### config.mk
export PLATFORM = sky130hd
export DESIGN_NAME = arb_mux_nx1_flat
export DESIGN_NICKNAME = d
export VERILOG_FILES = /design/src/rtl/mux_pkg.sv /design/src/rtl/arb_mux_nx1_if.sv /design/src/rtl/rr_pick.sv /design/src/rtl/arb_mux_nx1.sv /design/src/flat_wrapper.sv
export SDC_FILE = /design/constraint.sdc
export NUM_CORES = 1
export LEC_CHECK = 0
export ABC_AREA = 1
export BUFFER_PORTS_ARGS = -buffer_cell sky130_fd_sc_hd__buf_2
export CORE_ASPECT_RATIO = 0.6
export CORE_MARGIN = 5
export CORE_UTILIZATION = 40
export DETAILED_ROUTE_END_ITERATION = 12
export PLACE_DENSITY_LB_ADDON = 0.15
export SETUP_SLACK_MARGIN = 0.02
export SKIP_LAST_GASP = 1
export SYNTH_ARGS = -nofsm -noshare
export SYNTH_HDL_FRONTEND = slang
export SYNTH_SLANG_ARGS = --single-unit
### constraint.sdc
create_clock -name clk -period 3.05 [get_ports clk]
set_input_delay 0.61 -clock clk [delete_from_list [all_inputs] [get_ports clk]]
set_output_delay 0.61 -clock clk [all_outputs]
set_load 0.02 [all_outputs]
### src/rtl/mux_pkg.sv
// mux_pkg: shared definitions for the N:1 arbitrated output-register mux.
//   clog2()     - ceiling log2, used to size channel indices (returns 0 for v <= 1).
//   MODE_FIXED  - rr_en value selecting the channel given by s.
//   MODE_RR     - rr_en value selecting rotating-priority round-robin.
package mux_pkg;

    localparam logic MODE_FIXED = 1'b0;
    localparam logic MODE_RR    = 1'b1;

    function automatic int unsigned clog2(input int unsigned v);
        int unsigned r;
        r = 0;
        for (int unsigned i = 0; i < 31; i++) begin
            if ((32'd1 << i) < v) begin
                r = i + 1;
            end
        end
        return r;
    endfunction

endpackage

### src/rtl/arb_mux_nx1_if.sv
// arb_mux_nx1_if: channel-side and output-side handshake bundle of arb_mux_nx1.
//   rr_en    - mode (MODE_FIXED / MODE_RR)
//   s        - channel select in fixed mode
//   I        - packed channel data, channel k at [k*WIDTH +: WIDTH]
//   I_valid  - per-channel valid
//   I_ready  - per-channel accept strobe (one-hot or zero)
//   Y        - registered output word
//   Y_valid  - Y holds an unconsumed word
//   Y_ready  - downstream accepts Y this cycle
// Modports: slave = the mux, master = the environment driving it.
interface arb_mux_nx1_if
    import mux_pkg::*;
#(
    parameter int unsigned WIDTH = 32,
    parameter int unsigned N     = 4
);
    localparam int unsigned SW = clog2(N);

    logic                 rr_en;
    logic [SW-1:0]        s;
    logic [N*WIDTH-1:0]   I;
    logic [N-1:0]         I_valid;
    logic [N-1:0]         I_ready;
    logic [WIDTH-1:0]     Y;
    logic                 Y_valid;
    logic                 Y_ready;

    modport slave (
        input  rr_en, s, I, I_valid, Y_ready,
        output I_ready, Y, Y_valid
    );

    modport master (
        output rr_en, s, I, I_valid, Y_ready,
        input  I_ready, Y, Y_valid
    );

endinterface

### src/rtl/rr_pick.sv
// rr_pick: N-wide rotating-priority picker.
//   req      - request vector
//   ptr      - last served index; search order is ptr+1, ptr+2, ... wrapping, ending at ptr
//   gnt      - one-hot grant (zero when no request)
//   gnt_idx  - index of the granted request (0 when none)
//   any      - at least one request present
module rr_pick
    import mux_pkg::*;
#(
    parameter int unsigned N = 4,
    localparam int unsigned SW = clog2(N)
) (
    input  logic [N-1:0]  req,
    input  logic [SW-1:0] ptr,
    output logic [N-1:0]  gnt,
    output logic [SW-1:0] gnt_idx,
    output logic          any
);

    int unsigned   sum;
    logic [SW-1:0] idx;

    always_comb begin
        gnt     = '0;
        gnt_idx = '0;
        any     = 1'b0;
        sum     = 0;
        idx     = '0;
        for (int unsigned i = 1; i <= N; i++) begin
            // ptr < N always, so a single subtract performs the wrap
            sum = 32'(ptr) + i;
            if (sum >= N) begin
                sum = sum - N;
            end
            idx = SW'(sum);
            if (!any && req[idx]) begin
                any      = 1'b1;
                gnt[idx] = 1'b1;
                gnt_idx  = idx;
            end
        end
    end

endmodule

### src/rtl/arb_mux_nx1.sv
// arb_mux_nx1: N:1 arbitrated mux with a registered, back-pressured output word.
//   clk    - clock, rising edge
//   rst_n  - synchronous active-low reset
//   bus    - arb_mux_nx1_if.slave: channel inputs, per-channel I_ready, Y/Y_valid/Y_ready
// Fixed mode grants channel s; round-robin mode grants the next valid channel after ptr.
// ptr follows every transfer in either mode, so round-robin resumes after the last served.
module arb_mux_nx1
    import mux_pkg::*;
#(
    parameter int unsigned WIDTH = 32,
    parameter int unsigned N     = 4
) (
    input  logic             clk,
    input  logic             rst_n,
    arb_mux_nx1_if.slave     bus
);

    localparam int unsigned SW = clog2(N);
    localparam int unsigned NP = 1 << SW;

    logic [WIDTH-1:0] y_q, y_d;
    logic             y_valid_q, y_valid_d;
    logic [SW-1:0]    ptr_q, ptr_d;

    // Padded to the full select range so s >= N reads a zero valid bit and never grants.
    logic [WIDTH-1:0] ch [NP];
    logic [NP-1:0]    valid_pad;

    for (genvar k = 0; k < NP; k++) begin : g_ch
        if (k < N) begin : g_real
            assign ch[k] = bus.I[k*WIDTH +: WIDTH];
        end else begin : g_pad
            assign ch[k] = '0;
        end
    end
    assign valid_pad = NP'(bus.I_valid);

    logic [N-1:0]  rr_gnt;
    logic [SW-1:0] rr_idx;
    logic          rr_any;

    rr_pick #(
        .N(N)
    ) u_pick (
        .req     (bus.I_valid),
        .ptr     (ptr_q),
        .gnt     (rr_gnt),
        .gnt_idx (rr_idx),
        .any     (rr_any)
    );

    logic          load;
    logic          grant;
    logic          xfer;
    logic [SW-1:0] g_idx;
    logic [N-1:0]  gnt_vec;

    always_comb begin
        load = !y_valid_q || bus.Y_ready;
        if (bus.rr_en == MODE_RR) begin
            grant   = rr_any;
            g_idx   = rr_idx;
            gnt_vec = rr_gnt;
        end else begin
            grant   = valid_pad[bus.s];
            g_idx   = bus.s;
            gnt_vec = N'(valid_pad[bus.s]) << bus.s;
        end
        // rst_n gate keeps I_ready low in the reset cycle so no word is taken and lost
        xfer        = load && grant && rst_n;
        bus.I_ready = xfer ? gnt_vec : '0;

        y_d       = y_q;
        y_valid_d = y_valid_q;
        ptr_d     = ptr_q;
        if (xfer) begin
            y_d       = ch[g_idx];
            y_valid_d = 1'b1;
            ptr_d     = g_idx;
        end else if (bus.Y_ready) begin
            y_valid_d = 1'b0;
        end
    end

    always_ff @(posedge clk) begin
        if (!rst_n) begin
            y_q       <= '0;
            y_valid_q <= 1'b0;
            ptr_q     <= SW'(N - 1);
        end else begin
            y_q       <= y_d;
            y_valid_q <= y_valid_d;
            ptr_q     <= ptr_d;
        end
    end

    assign bus.Y       = y_q;
    assign bus.Y_valid = y_valid_q;

endmodule

### src/flat_wrapper.sv
// flat-port wrapper written by rule: the top's interface ports become plain ports
module arb_mux_nx1_flat import mux_pkg::*;
#(
    parameter int unsigned WIDTH = 32,
    parameter int unsigned N     = 4
)
  (clk, rst_n, bus_rr_en, bus_s, bus_I, bus_I_valid, bus_Y_ready, bus_I_ready, bus_Y, bus_Y_valid);
  arb_mux_nx1_if #(.WIDTH(WIDTH), .N(N)) bus_i ();
  input  logic clk;
  input  logic rst_n;
  input wire logic [$bits(bus_i.rr_en)-1:0] bus_rr_en;
  input wire logic [$bits(bus_i.s)-1:0] bus_s;
  input wire logic [$bits(bus_i.I)-1:0] bus_I;
  input wire logic [$bits(bus_i.I_valid)-1:0] bus_I_valid;
  input wire logic [$bits(bus_i.Y_ready)-1:0] bus_Y_ready;
  output wire logic [$bits(bus_i.I_ready)-1:0] bus_I_ready;
  output wire logic [$bits(bus_i.Y)-1:0] bus_Y;
  output wire logic [$bits(bus_i.Y_valid)-1:0] bus_Y_valid;
  assign bus_i.rr_en = bus_rr_en;
  assign bus_i.s = bus_s;
  assign bus_i.I = bus_I;
  assign bus_i.I_valid = bus_I_valid;
  assign bus_i.Y_ready = bus_Y_ready;
  assign bus_I_ready = bus_i.I_ready;
  assign bus_Y = bus_i.Y;
  assign bus_Y_valid = bus_i.Y_valid;
  arb_mux_nx1 #(.WIDTH(WIDTH), .N(N)) u_core (.clk(clk), .rst_n(rst_n), .bus(bus_i));
endmodule
==> run summary <==
status: finished, final reports clean
Cell Area, Placed: 4280 um2
endpoints failing hold: 0
unrepaired setup endpoints after global routing: no
final-report max-slew violation count: 0
Hold Slack: 0.445 ns
full die area: 10300 um2
Max rail drop VDD: 277 uV
cell at the slowest stage of the critical path: dfxtp_4
Netlist cell types: 26
Area Overhead vs Synth: 33.4%
ANT nets after route: 0
placed instance count: 888
CTS buffer count: 5
DRT iter0 DRCs: 235
Required @ worst endpoint: 2.44 ns
top post-synthesis cells by area: nand2_1, dfxtp_1, nand3_1
Worst Hold Class: reg2reg
syn avg cell area: 5.31 um2
multi-input logic area: 1940 um2
Worst Max-Slew Pin Slew: 0.644 ns
vias per inst: 4.66
pwr dens: 581 nW/um2
CP max stage delay: 0.38 ns
Slew HR: 0.570
Post-synth EDFFs: 0
total core area: 7980 um2
TritonCTS clock tree: done
Post-Synthesis Cells: 627
gr usage total: 0.215
Clock transition at path regs: 0.05 ns
Worst-Skew Late Latency: 0.27 ns
row count: 25
CP Capture Type: output pin
# DRC: 0
Reg area: 704 um2
IO Pins: 175
Net count, final: 933
Synth area leader: nand2_1
total number of vias: 4168
clock buffer depth: 2
Total Wirelength: 11.2 mm
Final Non-Filler Cells: 894
antenna violations before repair: 0
fill cell count: 849
synthesized area: 3330 um2
Hold Crit Start: u_core.bus.Y[13]
hpwl dp: 8.53 mm
Crit path arrival time: 2.28 ns
gr ovfl total: 0
Final Setup Violations: 0
Post-synth top cells: nand2_1, inv_1, nand3_1
delay-heaviest family, CP: simple AND/OR/NAND/NOR gates
Synth Register Bits: 35
layout cell share with drive strength beyond 1: 0.266
Leak: 2.94 nW
fin crit share: 0.948
top cell type's share of synthesized area: 0.246
diodes inserted: 0
Most used DFF post-synth: dfxtp_1
Mapped Nets: 773
largest net degree at the start of global routing: 62
Wirelength per Cell: 12.5 um
worst reg2reg startpoint: u_core.ptr_q[1]
Ys Warns: 0
register area share after synthesis: 0.211
crit-path cells: inv_1 -> ha_4 -> nand3_1 -> nand2_4 -> inv_2 -> nand2_1 -> nor2_1 -> nand3_1 -> nand2_1 -> nor2_4 -> o211ai_1 -> a31oi_1 -> buf_2
setup tns final: 0 ns
number of global-route vias before repair: 3884
first-pass GRT wire length: 18.1 mm
crit path buf inv count: 3
# clock sinks: 35
cts hold-fix bufs: 0
fin util: 0.557
max cap viols: 0
Root Driver: clkbuf_16
Worst Skew: 0.00355 ns
routability congestion estimate: 0.877
initial core utilization: 0.417
ys async rst share: 0
Max Fanout on Critical Path: 7
DRT Pass-1 Iters: 5
CP Launch Point: u_core.ptr_q[1]
Port Buf Inserts: 174
cell with the most instances after synthesis: nand2_1
design area: 4440 um2
die width: 128 um
Die Span Y: 80.6 um
fmax: 0.346 GHz
H-tree Lvls: 2
minimum clock period: 2.89 ns
Critical Path Start Type: flop
Setup CP Type: reg2out
## placed cells by master, fill, tap and decap left out
cell	n
buf_4	10
a21oi_1	9
inv_2	3
o21ai_2	1
o21ai_0	6
buf_2	173
dfxtp_1	34
a221oi_1	2
clkbuf_16	5
nor3_2	1
o211ai_1	2
nand2_2	5
ha_4	1
a31oi_1	1
nand2_4	2
nand3b_1	3
ha_1	7
nand2_1	216
nor2_1	10
a21oi_2	1
nor2_4	2
a21boi_0	1
buf_12	2
dfxtp_4	1
or2_0	3
inv_1	144
clkbuf_1	1
nand3_1	135
a22oi_1	3
nor2_2	2
## logic make-up after synthesis
logic type	count (synthesis)	synth area share
AO/OA/AOI/OAI	26	0.0485
adder cells (fa/ha/maj)	8	0.0301
buffers and inverters	179	0.215
flip-flops	35	0.211
AND/OR/NAND/NOR	379	0.496
## power breakdown
part	total [mW]	internal [mW]	switching (mW)
Combinational	1.48	0.516	0.964
Sequential	0.635	0.572	0.0621
Clock	0.466	0.293	0.173
Total	2.58	1.38	1.20
## per-layer routing
layer / routed length [um] / track usage
met3: 1100 / 0.0598
met1: 5320 / 0.305
met5: 0 / 0
met4: 90 / 0.0371
met2: 4670 / 0.326
## worst reg2reg max path, stage by stage, from the launching register on
cell and delay (ns):
dfxtp_4 0.38, inv_1 0.08, ha_4 0.29, inv_1 0.06, nand2_2 0.09, nand2_4 0.08, inv_2 0.09, o21ai_2 0.07
nor2_1 0.09, nand2_1 0.07, nand2_2 0.09, buf_4 0.51, nand3_1 0.19, nand3_1 0.13, nand2_1 0.06, nand2_1 0.05
nand2_1 0.05
## layout make-up
cell class | instances | share of cell area
Tap cell | 108 | 0.0304
Multi-Input combinational cell | 413 | 0.437
Inverter | 147 | 0.124
Clock buffer | 6 | 0.0290
Sequential cell | 35 | 0.159
Timing Repair Buffer | 185 | 0.221
## through the flow
stage                     power, mW  setup slack (ns)
after floorplan                1.67             0.240
after global placement         2.09             0.291
after detailed placement       2.11             0.265
after CTS                      2.59            0.0437
after global routing           2.83            0.0168
final                          2.58             0.159
## sequential cells by signal, indices dropped and copies added, names as in the netlist
name and count:
u_core.bus.Y 32, u_core.ptr_q 2, u_core.bus.Y_valid 1
## timing repair
item,4_1_cts,5_1_grt
buffers inserted,0,0
endpoints found under the setup margin,4,4
gates resized for setup,1,6
## worst paths after layout
check	end	slack [ns]	cells past startpoint
hold / removal	u_core.bus.Y[13]	0.45	2
setup reg to reg	u_core.bus.Y[21]	0.58	16
setup / recovery	bus_I_ready[3]	0.16	13
hold reg to reg	u_core.bus.Y[13]	0.45	2
No activity file was read; power rests on OpenSTA's default activity.
